$ cat config.mk
export PLATFORM = sky130hd
export DESIGN_NAME = tm1638_responder
export DESIGN_NICKNAME = d
export VERILOG_FILES = /design/src/rtl/tm1638_pkg.sv /design/src/rtl/tm1638_bit_shifter.sv /design/src/rtl/tm1638_responder.sv
export SDC_FILE = /design/constraint.sdc
export NUM_CORES = 1
export LEC_CHECK = 0
export BUFFER_PORTS_ARGS = -buffer_cell sky130_fd_sc_hd__buf_2
export CORE_ASPECT_RATIO = 1.4
export CORE_MARGIN = 5
export CORE_UTILIZATION = 45
export CTS_CLUSTER_DIAMETER = 100
export DETAILED_ROUTE_END_ITERATION = 10
export PLACE_DENSITY_LB_ADDON = 0.08
export SLEW_MARGIN = 20
export SYNTH_ARGS = -nofsm -noshare
export SYNTH_HDL_FRONTEND = slang
export SYNTH_SLANG_ARGS = --single-unit
$ cat constraint.sdc
create_clock -name clock -period 2.43 [get_ports clock]
set_clock_uncertainty 0.2 [all_clocks]
set_input_delay 0.3645 -clock clock [delete_from_list [all_inputs] [get_ports clock]]
set_output_delay 0.3645 -clock clock [all_outputs]
set_load 0.05 [all_outputs]
$ cat src/rtl/tm1638_pkg.sv
// Shared types and constants for the TM1638 device-side responder.
package tm1638_pkg;

  typedef enum logic [2:0] {
    IDLE,
    CMD,
    WRITE,
    READ,
    IGNORE
  } state_e;

  localparam logic [1:0] CMD_DATA = 2'b01;
  localparam logic [1:0] CMD_CTRL = 2'b10;
  localparam logic [1:0] CMD_ADDR = 2'b11;

  localparam int READ_BIT  = 1;
  localparam int FIXED_BIT = 2;
  localparam int RAM_DEPTH = 16;

  // Key-scan byte j: bit0 = keys[7-j], bit4 = keys[3-j]; bytes past the 4th are zero.
  function automatic logic [7:0] key_byte(input logic [7:0] k, input logic [2:0] idx);
    case (idx)
      3'd0:    key_byte = {3'b000, k[3], 3'b000, k[7]};
      3'd1:    key_byte = {3'b000, k[2], 3'b000, k[6]};
      3'd2:    key_byte = {3'b000, k[1], 3'b000, k[5]};
      3'd3:    key_byte = {3'b000, k[0], 3'b000, k[4]};
      default: key_byte = 8'h00;
    endcase
  endfunction

endpackage

$ cat src/rtl/tm1638_bit_shifter.sv
// Input synchronizers, edge detection, LSB-first receive shifter and
// fall-advanced transmit shifter for the TM1638 serial link.
module tm1638_bit_shifter #(
  parameter int SYNC_STAGES = 2
) (
  input  logic       clock,
  input  logic       reset,
  input  logic       tm_strobe,
  input  logic       tm_clock,
  input  logic       tm_dio_in,
  input  logic       rx_enable,
  input  logic       tx_enable,
  input  logic [7:0] tx_data,
  output logic       stb_fall,
  output logic       stb_rise,
  output logic       clk_fall,
  output logic       byte_done,
  output logic [7:0] rx_byte,
  output logic       tx_load,
  output logic       tx_bit
);

  logic [SYNC_STAGES-1:0] stb_sync_q, stb_sync_d;
  logic [SYNC_STAGES-1:0] clk_sync_q, clk_sync_d;
  logic [SYNC_STAGES-1:0] dio_sync_q, dio_sync_d;
  logic                   stb_prev_q, stb_prev_d;
  logic                   clk_prev_q, clk_prev_d;
  logic [7:0]             rx_shift_q, rx_shift_d;
  logic [2:0]             rx_cnt_q, rx_cnt_d;
  logic                   byte_done_q, byte_done_d;
  logic [7:0]             tx_shift_q, tx_shift_d;
  logic [2:0]             tx_cnt_q, tx_cnt_d;
  logic                   tx_started_q, tx_started_d;
  logic                   stb_s, clk_s, dio_s, clk_rise;

  assign stb_s = stb_sync_q[SYNC_STAGES-1];
  assign clk_s = clk_sync_q[SYNC_STAGES-1];
  assign dio_s = dio_sync_q[SYNC_STAGES-1];

  // Clock edges only count while STB is low, which also lets an STB rise win a tie.
  assign stb_fall = stb_prev_q & ~stb_s;
  assign stb_rise = ~stb_prev_q & stb_s;
  assign clk_rise = ~clk_prev_q & clk_s & ~stb_s;
  assign clk_fall = clk_prev_q & ~clk_s & ~stb_s;

  assign tx_load   = tx_enable & clk_fall & (~tx_started_q | (tx_cnt_q == 3'd7));
  assign byte_done = byte_done_q;
  assign rx_byte   = rx_shift_q;
  assign tx_bit    = tx_shift_q[0];

  always_comb begin
    stb_sync_d   = {stb_sync_q[SYNC_STAGES-2:0], tm_strobe};
    clk_sync_d   = {clk_sync_q[SYNC_STAGES-2:0], tm_clock};
    dio_sync_d   = {dio_sync_q[SYNC_STAGES-2:0], tm_dio_in};
    stb_prev_d   = stb_s;
    clk_prev_d   = clk_s;
    rx_shift_d   = rx_shift_q;
    rx_cnt_d     = rx_cnt_q;
    byte_done_d  = 1'b0;
    tx_shift_d   = tx_shift_q;
    tx_cnt_d     = tx_cnt_q;
    tx_started_d = tx_started_q;

    if (stb_fall || stb_rise) begin
      rx_cnt_d     = 3'd0;
      tx_shift_d   = 8'h00;
      tx_cnt_d     = 3'd0;
      tx_started_d = 1'b0;
    end else begin
      if (clk_rise && rx_enable) begin
        rx_shift_d  = {dio_s, rx_shift_q[7:1]};
        rx_cnt_d    = rx_cnt_q + 3'd1;
        byte_done_d = (rx_cnt_q == 3'd7);
      end
      if (tx_enable && clk_fall) begin
        if (tx_load) begin
          tx_shift_d   = tx_data;
          tx_cnt_d     = 3'd0;
          tx_started_d = 1'b1;
        end else begin
          tx_shift_d = {1'b0, tx_shift_q[7:1]};
          tx_cnt_d   = tx_cnt_q + 3'd1;
        end
      end
    end
  end

  always_ff @(posedge clock or negedge reset) begin
    if (!reset) begin
      stb_sync_q   <= '1;
      clk_sync_q   <= '1;
      dio_sync_q   <= '0;
      stb_prev_q   <= 1'b1;
      clk_prev_q   <= 1'b1;
      rx_shift_q   <= 8'h00;
      rx_cnt_q     <= 3'd0;
      byte_done_q  <= 1'b0;
      tx_shift_q   <= 8'h00;
      tx_cnt_q     <= 3'd0;
      tx_started_q <= 1'b0;
    end else begin
      stb_sync_q   <= stb_sync_d;
      clk_sync_q   <= clk_sync_d;
      dio_sync_q   <= dio_sync_d;
      stb_prev_q   <= stb_prev_d;
      clk_prev_q   <= clk_prev_d;
      rx_shift_q   <= rx_shift_d;
      rx_cnt_q     <= rx_cnt_d;
      byte_done_q  <= byte_done_d;
      tx_shift_q   <= tx_shift_d;
      tx_cnt_q     <= tx_cnt_d;
      tx_started_q <= tx_started_d;
    end
  end

endmodule

$ cat src/rtl/tm1638_responder.sv
// TM1638 slave: command decode, 16-byte display RAM, display/LED mapping
// and key-scan readback.
module tm1638_responder
  import tm1638_pkg::*;
#(
  parameter int         SYNC_STAGES      = 2,
  parameter logic [2:0] RESET_BRIGHTNESS = 3'd0
) (
  input  logic       clock,
  input  logic       reset,
  input  logic       tm_strobe,
  input  logic       tm_clock,
  input  logic       tm_dio_in,
  output logic       tm_dio_out,
  output logic       tm_dio_oe,
  input  logic [7:0] keys,
  output logic [7:0] display0,
  output logic [7:0] display1,
  output logic [7:0] display2,
  output logic [7:0] display3,
  output logic [7:0] display4,
  output logic [7:0] display5,
  output logic [7:0] display6,
  output logic [7:0] display7,
  output logic [7:0] leds,
  output logic       display_on,
  output logic [2:0] brightness,
  output logic       frame_strobe
);

  state_e     state_q, state_d;
  logic [3:0] addr_q, addr_d;
  logic       fixed_q, fixed_d;
  logic [7:0] ram_q [RAM_DEPTH];
  logic [7:0] ram_d [RAM_DEPTH];
  logic       on_q, on_d;
  logic [2:0] bright_q, bright_d;
  logic       oe_q, oe_d;
  logic       wrote_q, wrote_d;
  logic       frame_q, frame_d;
  logic [7:0] keys_q, keys_d;
  logic [2:0] rd_idx_q, rd_idx_d;
  logic [7:0] disp [8];

  logic       stb_fall, stb_rise, clk_fall, byte_done, tx_load, tx_bit;
  logic [7:0] rx_byte;

  tm1638_bit_shifter #(
    .SYNC_STAGES(SYNC_STAGES)
  ) u_shifter (
    .clock     (clock),
    .reset     (reset),
    .tm_strobe (tm_strobe),
    .tm_clock  (tm_clock),
    .tm_dio_in (tm_dio_in),
    .rx_enable (~oe_q),
    .tx_enable (state_q == READ),
    .tx_data   (key_byte(keys_q, rd_idx_q)),
    .stb_fall  (stb_fall),
    .stb_rise  (stb_rise),
    .clk_fall  (clk_fall),
    .byte_done (byte_done),
    .rx_byte   (rx_byte),
    .tx_load   (tx_load),
    .tx_bit    (tx_bit)
  );

  always_comb begin
    state_d  = state_q;
    addr_d   = addr_q;
    fixed_d  = fixed_q;
    ram_d    = ram_q;
    on_d     = on_q;
    bright_d = bright_q;
    oe_d     = oe_q;
    wrote_d  = wrote_q;
    frame_d  = 1'b0;
    keys_d   = keys_q;
    rd_idx_d = rd_idx_q;

    if (stb_fall) begin
      state_d  = CMD;
      wrote_d  = 1'b0;
      rd_idx_d = 3'd0;
    end else if (stb_rise) begin
      // A half-received byte is simply dropped; only completed writes flag a frame.
      state_d = IDLE;
      oe_d    = 1'b0;
      frame_d = wrote_q;
    end else begin
      case (state_q)
        CMD: begin
          if (byte_done) begin
            case (rx_byte[7:6])
              CMD_DATA: begin
                fixed_d = rx_byte[FIXED_BIT];
                if (rx_byte[READ_BIT]) begin
                  state_d = READ;
                  keys_d  = keys;
                end else begin
                  state_d = IGNORE;
                end
              end
              CMD_CTRL: begin
                on_d     = rx_byte[3];
                bright_d = rx_byte[2:0];
                state_d  = IGNORE;
              end
              CMD_ADDR: begin
                addr_d  = rx_byte[3:0];
                state_d = WRITE;
              end
              default: state_d = IGNORE;
            endcase
          end
        end
        WRITE: begin
          if (byte_done) begin
            ram_d[addr_q] = rx_byte;
            wrote_d       = 1'b1;
            if (!fixed_q) addr_d = addr_q + 4'd1;
          end
        end
        READ: begin
          if (clk_fall) oe_d = 1'b1;
          if (tx_load && rd_idx_q != 3'd4) rd_idx_d = rd_idx_q + 3'd1;
        end
        default: ;
      endcase
    end
  end

  always_ff @(posedge clock or negedge reset) begin
    if (!reset) begin
      state_q  <= IDLE;
      addr_q   <= 4'd0;
      fixed_q  <= 1'b0;
      ram_q    <= '{default: 8'h00};
      on_q     <= 1'b0;
      bright_q <= RESET_BRIGHTNESS;
      oe_q     <= 1'b0;
      wrote_q  <= 1'b0;
      frame_q  <= 1'b0;
      keys_q   <= 8'h00;
      rd_idx_q <= 3'd0;
    end else begin
      state_q  <= state_d;
      addr_q   <= addr_d;
      fixed_q  <= fixed_d;
      ram_q    <= ram_d;
      on_q     <= on_d;
      bright_q <= bright_d;
      oe_q     <= oe_d;
      wrote_q  <= wrote_d;
      frame_q  <= frame_d;
      keys_q   <= keys_d;
      rd_idx_q <= rd_idx_d;
    end
  end

  // Even addresses feed the digits (display7 first); bit 0 of odd addresses feeds the LEDs.
  always_comb begin
    disp = '{default: 8'h00};
    leds = 8'h00;
    for (int k = 0; k < 8; k++) begin
      disp[7-k] = ram_q[2*k];
      leds[7-k] = ram_q[2*k+1][0];
    end
  end

  assign display0     = disp[0];
  assign display1     = disp[1];
  assign display2     = disp[2];
  assign display3     = disp[3];
  assign display4     = disp[4];
  assign display5     = disp[5];
  assign display6     = disp[6];
  assign display7     = disp[7];
  assign display_on   = on_q;
  assign brightness   = bright_q;
  assign tm_dio_oe    = oe_q;
  assign tm_dio_out   = tx_bit;
  assign frame_strobe = frame_q;

endmodule

After elaboration in Yosys (flattened, before gate mapping)
Index checks and enable logic that the tools add are counted.
{"block": "op_classes", "addsub": 4, "multipliers": 0, "div_mod_pow": 0, "n_lt_le_gt_ge": 2, "eq_ne": 17, "shift": 0, "muxes": 41, "bitwise": 19, "reduce_logical": 29}
{"op": "bitwise mux 128 bit", "n": 1}
{"op": "2-to-1 mux 3 bit", "n": 14}
{"op": "demux 8 bit (select 4 bit)", "n": 1}
{"op": "2-to-1 mux 8 bit", "n": 3}
{"op": "one-hot mux 5 bit (4 select lines)", "n": 1}
{"op": "nonzero test 2 bit", "n": 10}
{"op": "2-to-1 mux 4 bit", "n": 4}
{"op": "2-to-1 mux 1 bit", "n": 14}
{"op": "== test 3 x 2 -> 1 bit, second input constant", "n": 4}
{"op": "AND reduction 5 bit", "n": 2}
{"op": "adder 3 x 1 -> 3 bit, second input constant", "n": 3}
{"op": "inverter 1 bit", "n": 9}
{"op": "AND reduction 3 bit", "n": 3}
{"op": "AND 1 bit", "n": 8}
{"op": "one-hot mux 4 bit (2 select lines)", "n": 1}
{"op": "2-to-1 mux 7 bit", "n": 1}
{"op": "AND reduction 7 bit", "n": 1}
{"op": "== test 3 x 1 -> 1 bit, second input constant", "n": 2}
{"op": "== test 3 bit, second input constant", "n": 2}
{"op": "inequality test 2 x 1 -> 1 bit, second input constant", "n": 3}
{"op": "one-hot mux 3 bit (2 select lines)", "n": 1}
{"op": "AND reduction 2 bit", "n": 3}
{"op": "AND reduction 6 bit", "n": 1}
{"op": "nonzero test 3 bit", "n": 2}
{"op": "13 further kinds", "n": 18}
{"block": "word_totals", "ff_bits": 186, "latchBits": 0, "ram_bits": 0, "mem_bits_ro": 0, "out_inout_bits": 79, "wordCells": 149, "memories": 0}

Longest topological paths before layout
Gate-level depths: netlist (run 1).
{"block": "depth", "ltp_word": 10, "mapped_depth": 7, "depth_no_buf": 6}

Hierarchy
Synthesis (run 1) repeated with hierarchy kept, for this count alone.
{"block": "hier_totals", "cells_unflattened": 407, "hier_area_um2": 5671.7}
{"module": "tm1638_responder", "n_inst": 1, "cells_per_inst": 297, "area_per_inst_um2": 4287.9}
{"module": "tm1638_bit_shifter", "n_inst": 1, "cells_per_inst": 110, "area_per_inst_um2": 1383.8}

Least setup slack after synthesis (run 1)
Ideal clock, no wire load.
{"block": "synth_path", "path_kind": "register to register", "startpoint": "reg u_shifter.stb_prev_q", "endpoint": "reg ram_q, in the netlist leds[6]", "arrival_time_ns": 1.800, "path_slack_ns": 0.305, "stages_incl_launch_ff": 7, "path_buffers": 1, "path_cell_list": "dfstp_2 inv_1 ha_1 clkbuf_1 nand4_1 nor3_1 mux2_2"}
{"block": "synth_via", "elab_chain_cells": 4, "word_cells_on_any_way": 6, "cone_classes": "5 x bitwise; 1 x reduce/logical"}
{"element": "from (decl)", "line_no": "tm1638_bit_shifter.sv:26", "rtl": "logic stb_prev_q, stb_prev_d;"}
{"element": "from (signal assigned)", "line_no": "tm1638_bit_shifter.sv:105", "rtl": "stb_prev_q <= stb_prev_d;"}
{"element": "inverter 1 bit", "line_no": "tm1638_bit_shifter.sv:42", "rtl": "assign stb_rise = ~stb_prev_q & stb_s;"}
{"element": "AND 1 bit", "line_no": "tm1638_bit_shifter.sv:42"}
{"element": "inverter 1 bit (no line)"}
{"element": "AND reduction 4 bit (no line) (*)"}
{"element": "to (signal assigned)", "line_no": "tm1638_responder.sv:150", "rtl": "ram_q <= ram_d;"}
{"element": "to (decl)", "line_no": "tm1638_responder.sv:34", "rtl": "logic [7:0] ram_q [RAM_DEPTH];"}
Mark *: on every way between the ends. The rest lies on a longest branch, timed or not.
A chain may end at the register's enable or synchronous reset.

Final worst setup path (run 1)
{"block": "layout_path", "startpoint": "reg u_shifter.stb_prev_q", "endpoint": "reg bright_q[1], in the netlist brightness[1]"}
{"block": "layout_via", "elab_chain_cells": 4, "word_cells_on_any_way": 6, "cone_classes": "5 x bitwise; 1 x reduce/logical"}
{"element": "inverter 1 bit", "line_no": "tm1638_bit_shifter.sv:42"}
{"element": "AND 1 bit", "line_no": "tm1638_bit_shifter.sv:42"}
{"element": "inverter 1 bit (no line)"}
{"element": "AND reduction 5 bit (no line) (*)"}
{"element": "to (signal assigned)", "line_no": "tm1638_responder.sv:152", "rtl": "bright_q <= bright_d;"}
{"element": "to (decl)", "line_no": "tm1638_responder.sv:37", "rtl": "logic [2:0] bright_q, bright_d;"}
Marked as above.

==> reports/qor.yml, run 1 <==
run_status:
  status: "finished, final reports clean"
route:
  wl_per_cell_um: 17.49
  postRouteAntennaNets: 0
  avgViaCountPerCell: 5.170
  drtPass1Iterations: 4
  drc: 0
  totalWireLength_mm: 11.74
  dr.first_iter.drc_count: 86
  dr_total_vias: 3469
yosys:
  synth_fa_ha_area_frac: 0.03719
  avgSynthCellArea_um2: 13.66
  synth_compound_area_frac: 0.04812
  synthXorXnorAreaFrac: 0.001627
  yosysMostFrequentCell: "dfrtp_1"
  seq_area_frac_synth: 0.5918
  ys.flop_type: "dfrtp_1"
  netlist.area_leader.share: 0.5625
  synth-simple-area-share: 0.09623
  synth_top_family_by_area: "multiplexers"
  syn-num-nets: 423
  async_flop_share: 1.000
  synth_seq_cells: 127
  synth_common_cells: "dfrtp_1 (121), mux2_2 (72), mux2_1 (21)"
  synthTopCellsByArea: "dfrtp_1 (56%), mux2_2 (15%), mux2_1 (4.4%), ha_1 (3.7%), dfstp_2 (2.9%)"
  netlist_area_um2: 5383
  synth_enable_flop_cells: 0
  synth_area_leader_cell: "dfrtp_1"
  ys_types: 52
  synthMuxAreaShare: 0.2057
  yosys_warnings: 0
  synth_cells: 394
hold_path:
  hold_class: "register to register"
setup_path:
  critPathMaxStageDelay_ps: 530
  cp_max_fo: 6
  critical_path.startpoint: "u_shifter.stb_prev_q$_DFF_PN1_"
  cp-end-kind: "register"
  endpoint: "brightness[1]$_DFFE_PN0P_"
  rr_startpoint: "u_shifter.stb_prev_q$_DFF_PN1_"
  slowest_stage: "dfstp_2"
  cp.required_ps: 2520
  arrival_ps: 2370
  r2r_slack_ps: 150
  crit_chain: "inv_1, ha_1, nand4b_1, or3b_1, mux2_2"
  critical_path_class: "register to register"
  r2r_end: "brightness[1]$_DFFE_PN0P_"
  ff2ff_path_depth: 5
  startpoint_type: "register"
cts:
  cts_resized: 0
  clkLatencyLatePin_ps: 410
  cts-root-buf: "clkbuf_16"
  cts_made_buffers: 17
  clkTransAtPathRegs_ps: 60
  cts_tree: "built"
  clock_path_buffers: 2
  cts.sinks: 127
  htreeDepth: 4
  post_cts_buffers: 0
global_route:
  antenna_found_initial: 0
  overflow: 0
  grt_pass1_wl_mm: 19.80
  grt_max_degree: 57
  grt_util_all_layers: 0.1792
  grt_pass1_vias: 3857
floorplan:
  start_util: 0.4577
  io_pins: 92
  core_um2: 11760
  die_area_um2: 14280
  die_x_um: 102.4
  num_rows: 47
  fp.dieH_um: 139.4
sta:
  hold_ws_ps: 146.5
  drv_slew: 0
  worst_slew_pin_slew_ps: 782.4
  setup_violations: 0
  setup_tns_ps: 0
  period_share: 0.9377
  hold_viol: 0
  period_needed_ps: 2279
  slew_headroom: 0.4784
  max_clock_freq_mhz: 438.9
  rsz0062_at_grt: "no"
placement:
  placed_cell_area_um2: 6061
  place_hpwl_mm: 8.092
  place_congestion: 0.7658
  port_buffers: 91
layout:
  finalInstanceArea_um2: 6803
  final_nets: 540
  fillers: 1003
  area_growth_pct: 26.38
  antenna_cells: 0
  utilization: 0.5784
  drive_above_1_share: 0.4332
pwr:
  peakVddDrop_mv: 0.5189
  powerDensity_nw_per_um2: 787.8
  leakage_nw: 3.579
job:
  maxCapViolCount: 0
==> cell type report <==
cell class,count,area [um^2],area share
Timing Repair Buffer,115,680.7,0.1001
Multi-Input combinational cell,240,2093,0.3077
Tap cell,147,183.9,0.02704
Inverter,10,37.54,0.005518
Clock buffer,17,425.4,0.06253
Clock inverter,15,196.4,0.02888
Sequential cell,127,3186,0.4683
==> metrics by stage <==
step | instances | total power (W) | worst slack [ps]
after global routing | 671 | 0.005579 | 56.00
final | 671 | 0.005359 | 151.5
after global placement | 627 | 0.002725 | 196.4
after detailed placement | 627 | 0.002735 | 153.7
after floorplan | 394 | 0.002519 | 305.0
after CTS | 671 | 0.005432 | 141.4
==> layer usage <==
layer,vias to the layer above,track usage,share of wire
met5,-,0,0
met4,0,0.05598,0.011
met3,9,0.05558,0.046
met2,68,0.3104,0.54
met1,1758,0.2081,0.41
li1,1634,-,-
==> registers in the layout, summed over array words and instances (netlist names), 4 cells and up <==
register / cells
display4: 8
display7: 8
leds: 8
display3: 8
display1: 8
u_shifter.tx_shift_q: 5
display0: 8
display2: 8
keys_q: 8
u_shifter.rx_byte: 8
display6: 8
display5: 8
addr_q: 4
==> worst max-delay path: cells and delay by family, from the launching register on <==
kind,cells,cell delay [ps]
simple gates,2,680
flops,1,530
fa+ha+maj,1,390
mux,1,300
buf+inv,1,60
==> kinds of logic (layout without fill, tap and decap cells) <==
logic type               Yosys count  after routing
AO/OA/AOI/OAI                     39             39
adder cells (fa/ha/maj)           16             16
flip-flops                       127            127
AND/OR/NAND/NOR                   85             85
buffers and inverters             27            157
XOR/XNOR                           1              1
multiplexers                      99             99
==> power breakdown <==
part           leakage [nW]  internal [W]  switching (W)
registers              1.74       0.00219       0.000167
logic                  1.54      0.000153       0.000198
clock network         0.302       0.00165        0.00101
total                  3.58       0.00399        0.00137
==> worst min-delay path by stage <==
stage,start,to,slack [ps],depth (start not counted)
5_1_grt,u_shifter.clk_sync_q[0]$_DFF_PN1_,u_shifter.clk_sync_q[1]$_DFF_PN1_,150,0
3_3_place_gp,reset,keys_q[5]$_DFFE_PN0P_,110,1
3_5_place_dp,reset,keys_q[5]$_DFFE_PN0P_,120,1
6_report,u_shifter.dio_sync_q[0]$_DFF_PN0_,u_shifter.dio_sync_q[1]$_DFF_PN0_,150,0
4_1_cts,u_shifter.dio_sync_q[0]$_DFF_PN0_,u_shifter.dio_sync_q[1]$_DFF_PN0_,150,0
2_1_floorplan,reset,addr_q[0]$_DFFE_PN0P_,-130,0
==> what timing repair did <==
action / in CTS / in global routing
hold buffers: 12 / 0
hold endpoints to repair: 37 / 0
endpoints found under the setup margin: 0 / 0
==> cells in the final DEF (no fill, tap or decap), types with 3 or more instances in the layout <==
| cell | instances |
|---|---|
| dfrtp_1 | 121 |
| buf_2 | 90 |
| mux2_2 | 72 |
| mux2_1 | 21 |
| clkbuf_16 | 17 |
| ha_1 | 16 |
| nor2_1 | 15 |
| nand2_1 | 15 |
| dlygate4sd3_1 | 12 |
| buf_4 | 12 |
| inv_1 | 10 |
| o21ai_0 | 10 |
| nand3_1 | 8 |
| a21oi_1 | 8 |
| nor2b_1 | 7 |
| inv_6 | 7 |
| nand2_2 | 6 |
| mux2i_1 | 6 |
| dfstp_2 | 6 |
| nand2b_1 | 5 |
| a21boi_0 | 5 |
| nor3_1 | 3 |
| nand4_1 | 3 |
| o22ai_1 | 3 |
| bufinv_16 | 3 |
| clkinv_4 | 3 |
No activity file was read; power rests on OpenSTA's default activity.
==> inputs of run 2 (changes only) <==
Settings changed: CORE_ASPECT_RATIO 1.4 to 2.
==> run 2 against run 1 <==
Against the previous run: cell count is 0.60% lower; critical path type unchanged; combinational power is 9.1% lower; total power rose by 0.57%; highest routed layer unchanged; non-clock buffer count unchanged; final area is 0.57% higher; routed wire length up 3.2%; fmax increased by 1.4%; utilization is 0.63 points higher; via count decreased by 0.49%; register-to-register slack improved by 30 ps; worst setup slack better by 31 ps; die area rose by 0.71%.
==> reports/qor.yml, run 2 (synthesized netlist as in run 1, its figures left out) <==
cts:
  clock_path_buffers: 2  # unchanged
  cts_made_buffers: 17  # unchanged
  post_cts_buffers: 0  # unchanged
  clkTransAtPathRegs_ps: 60  # about the same
  cts.sinks: 127  # unchanged
  cts_tree: "built"
  clkLatencyLatePin_ps: 410  # about the same
  htreeDepth: 4  # unchanged
  cts-root-buf: "clkbuf_16"
  cts_resized: 0  # unchanged
route:
  postRouteAntennaNets: 0  # unchanged
  avgViaCountPerCell: 5.175  # +0.11%
  dr.first_iter.drc_count: 118  # +37%
  wl_per_cell_um: 18.15  # +3.8%
  totalWireLength_mm: 12.11  # +3.2%
  drtPass1Iterations: 4  # unchanged
  drc: 0  # unchanged
  dr_total_vias: 3452  # -0.49%
sta:
  drv_slew: 0  # unchanged
  max_clock_freq_mhz: 444.9  # +1.4%
  worst_slew_pin_slew_ps: 721.6  # -60.82 ps
  hold_viol: 0  # unchanged
  period_share: 0.9249  # -0.01275
  setup_violations: 0  # unchanged
  rsz0062_at_grt: "no"
  worst_slack_ps: 182.4  # +30.98 ps
  period_needed_ps: 2248  # -30.98 ps
  hold_ws_ps: 148.5  # +2.032 ps
  slew_headroom: 0.5189  # +0.04054
  setup_tns_ps: 0  # unchanged
setup_path:
  r2r_slack_ps: 180  # +30 ps
  slowest_stage: "dfstp_2"
  cp_max_fo: 5  # -1
  crit_family: "simple AND/OR/NAND/NOR gates"
  critPathMaxStageDelay_ps: 540  # about the same
  startpoint_type: "register"
  crit_chain: "inv_1, ha_1, nand4b_1, or3b_1, mux2_2"
  cp-end-kind: "register"
  critical_path_class: "register to register"
  arrival_ps: 2340  # -30 ps
  r2r_end: "brightness[0]$_DFFE_PN0P_"
  rr_startpoint: "u_shifter.stb_prev_q$_DFF_PN1_"
  path_buf_inv: 1  # unchanged
  ff2ff_path_depth: 5  # unchanged
  cp.required_ps: 2520  # about the same
placement:
  port_buffers: 91  # unchanged
  post-place-ws_ps: 176.8  # +23.02 ps
  place_congestion: 0.7933  # +3.6%
  place_hpwl_mm: 8.669  # +7.1%
  dp_cells: 625  # -0.32%
hold_path:
  hold_path_end: "u_shifter.dio_sync_q[1]$_DFF_PN0_"
  min-delay-start: "u_shifter.dio_sync_q[0]$_DFF_PN0_"
  hold_class: "register to register"
  whs_path_depth: 0  # unchanged
layout:
  fin_cells: 667  # -0.60%
  area_growth_pct: 27.10
  fillers: 983  # -2.0%
  antenna_cells: 0  # unchanged
  drive_above_1_share: 0.4310  # -0.002172
  mostFrequentLayoutCells: "dfrtp_1 (121), buf_2 (90), mux2_2 (72)"
  layout_commonest_cell: "dfrtp_1"
  final_nets: 540  # unchanged
floorplan:
  die_x_um: 87.34  # -15%
  start_util: 0.4600  # +0.002349
  io_pins: 92  # unchanged
  core_um2: 11700  # -0.51%
  num_rows: 56  # +19%
  die_area_um2: 14380  # +0.71%
  fp.dieH_um: 164.7  # +18%
pwr:
  powerDensity_nw_per_um2: 787.8  # about the same
  leakage_nw: 3.592  # +0.36%
  peakVddDrop_mv: 0.6139  # +18%
  finalPower_w: 0.005390  # +0.57%
global_route:
  grt_pass1_wl_mm: 19.90  # +0.52%
  antenna_found_initial: 0  # unchanged
  grt_max_degree: 53  # -7.0%
  grt_util_all_layers: 0.1826  # +0.003471
  overflow: 0  # unchanged
  grt_pass1_vias: 3847  # -0.26%
run_status:
  status: "finished, final reports clean"
job:
  maxCapViolCount: 0  # unchanged
## run 2: worst max path at each step
stage	startpoint	endpoint	slack, ps	cells past startpoint
2_1_floorplan	u_shifter.stb_prev_q$_DFF_PN1_	leds[6]$_DFFE_PN0P_	310	6
3_5_place_dp	u_shifter.stb_prev_q$_DFF_PN1_	display3[1]$_DFFE_PN0P_	180	5
5_1_grt	u_shifter.stb_prev_q$_DFF_PN1_	brightness[2]$_DFFE_PN0P_	60	5
4_1_cts	u_shifter.stb_prev_q$_DFF_PN1_	brightness[0]$_DFFE_PN0P_	170	5
3_3_place_gp	u_shifter.stb_prev_q$_DFF_PN1_	brightness[2]$_DFFE_PN0P_	210	5
6_report	u_shifter.stb_prev_q$_DFF_PN1_	brightness[0]$_DFFE_PN0P_	180	5
## run 2: timing repair
| item | in CTS | in global routing |
|---|---|---|
| hold endpoints to repair | 43 | 0 |
| hold buffers | 12 | 0 |
| setup endpoints to repair | 0 | 0 |
## run 2: power by group
part / switching [W] / leakage, nW / internal (W)
registers: 0.000185 / 1.74 / 0.00219
clock network: 0.000884 / 0.307 / 0.00182
logic: 0.000173 / 1.55 / 0.000146
## run 2: routing by layer
layer | up-vias | GRT usage | wire length, um
li1 | 1628 | - | -
met2 | 61 | 0.3341 | 7018
met3 | 13 | 0.05092 | 454
met1 | 1750 | 0.1942 | 4423
met4 | 0 | 0.06774 | 213
met5 | - | 0 | 0
## run 2: worst register-to-register path: stages (launching register included)
cell and delay, ps:
dfstp_2 540, inv_1 60, ha_1 340, nand4b_1 200, or3b_1 490, mux2_2 300
## run 2: final cells by class
| type | count | area, um^2 | area share |
|---|---|---|---|
| multi-input combinational | 240 | 2093 | 0.3060 |
| timing repair buffer | 115 | 705.7 | 0.1031 |
| clock buffer | 21 | 480.5 | 0.07023 |
| sequential | 127 | 3186 | 0.4656 |
| inverter | 10 | 37.54 | 0.005486 |
| clock inverter | 9 | 157.7 | 0.02304 |
| tap | 145 | 181.4 | 0.02652 |
## run 2: metrics by stage
| stage | area [um^2] | utilization |
|---|---|---|
| after CTS | 6842 | 0.5847 |
| after global placement | 6083 | 0.5199 |
| final | 6842 | 0.5847 |
| after floorplan | 5383 | - |
| after global routing | 6842 | 0.5847 |
| after detailed placement | 6083 | 0.5199 |
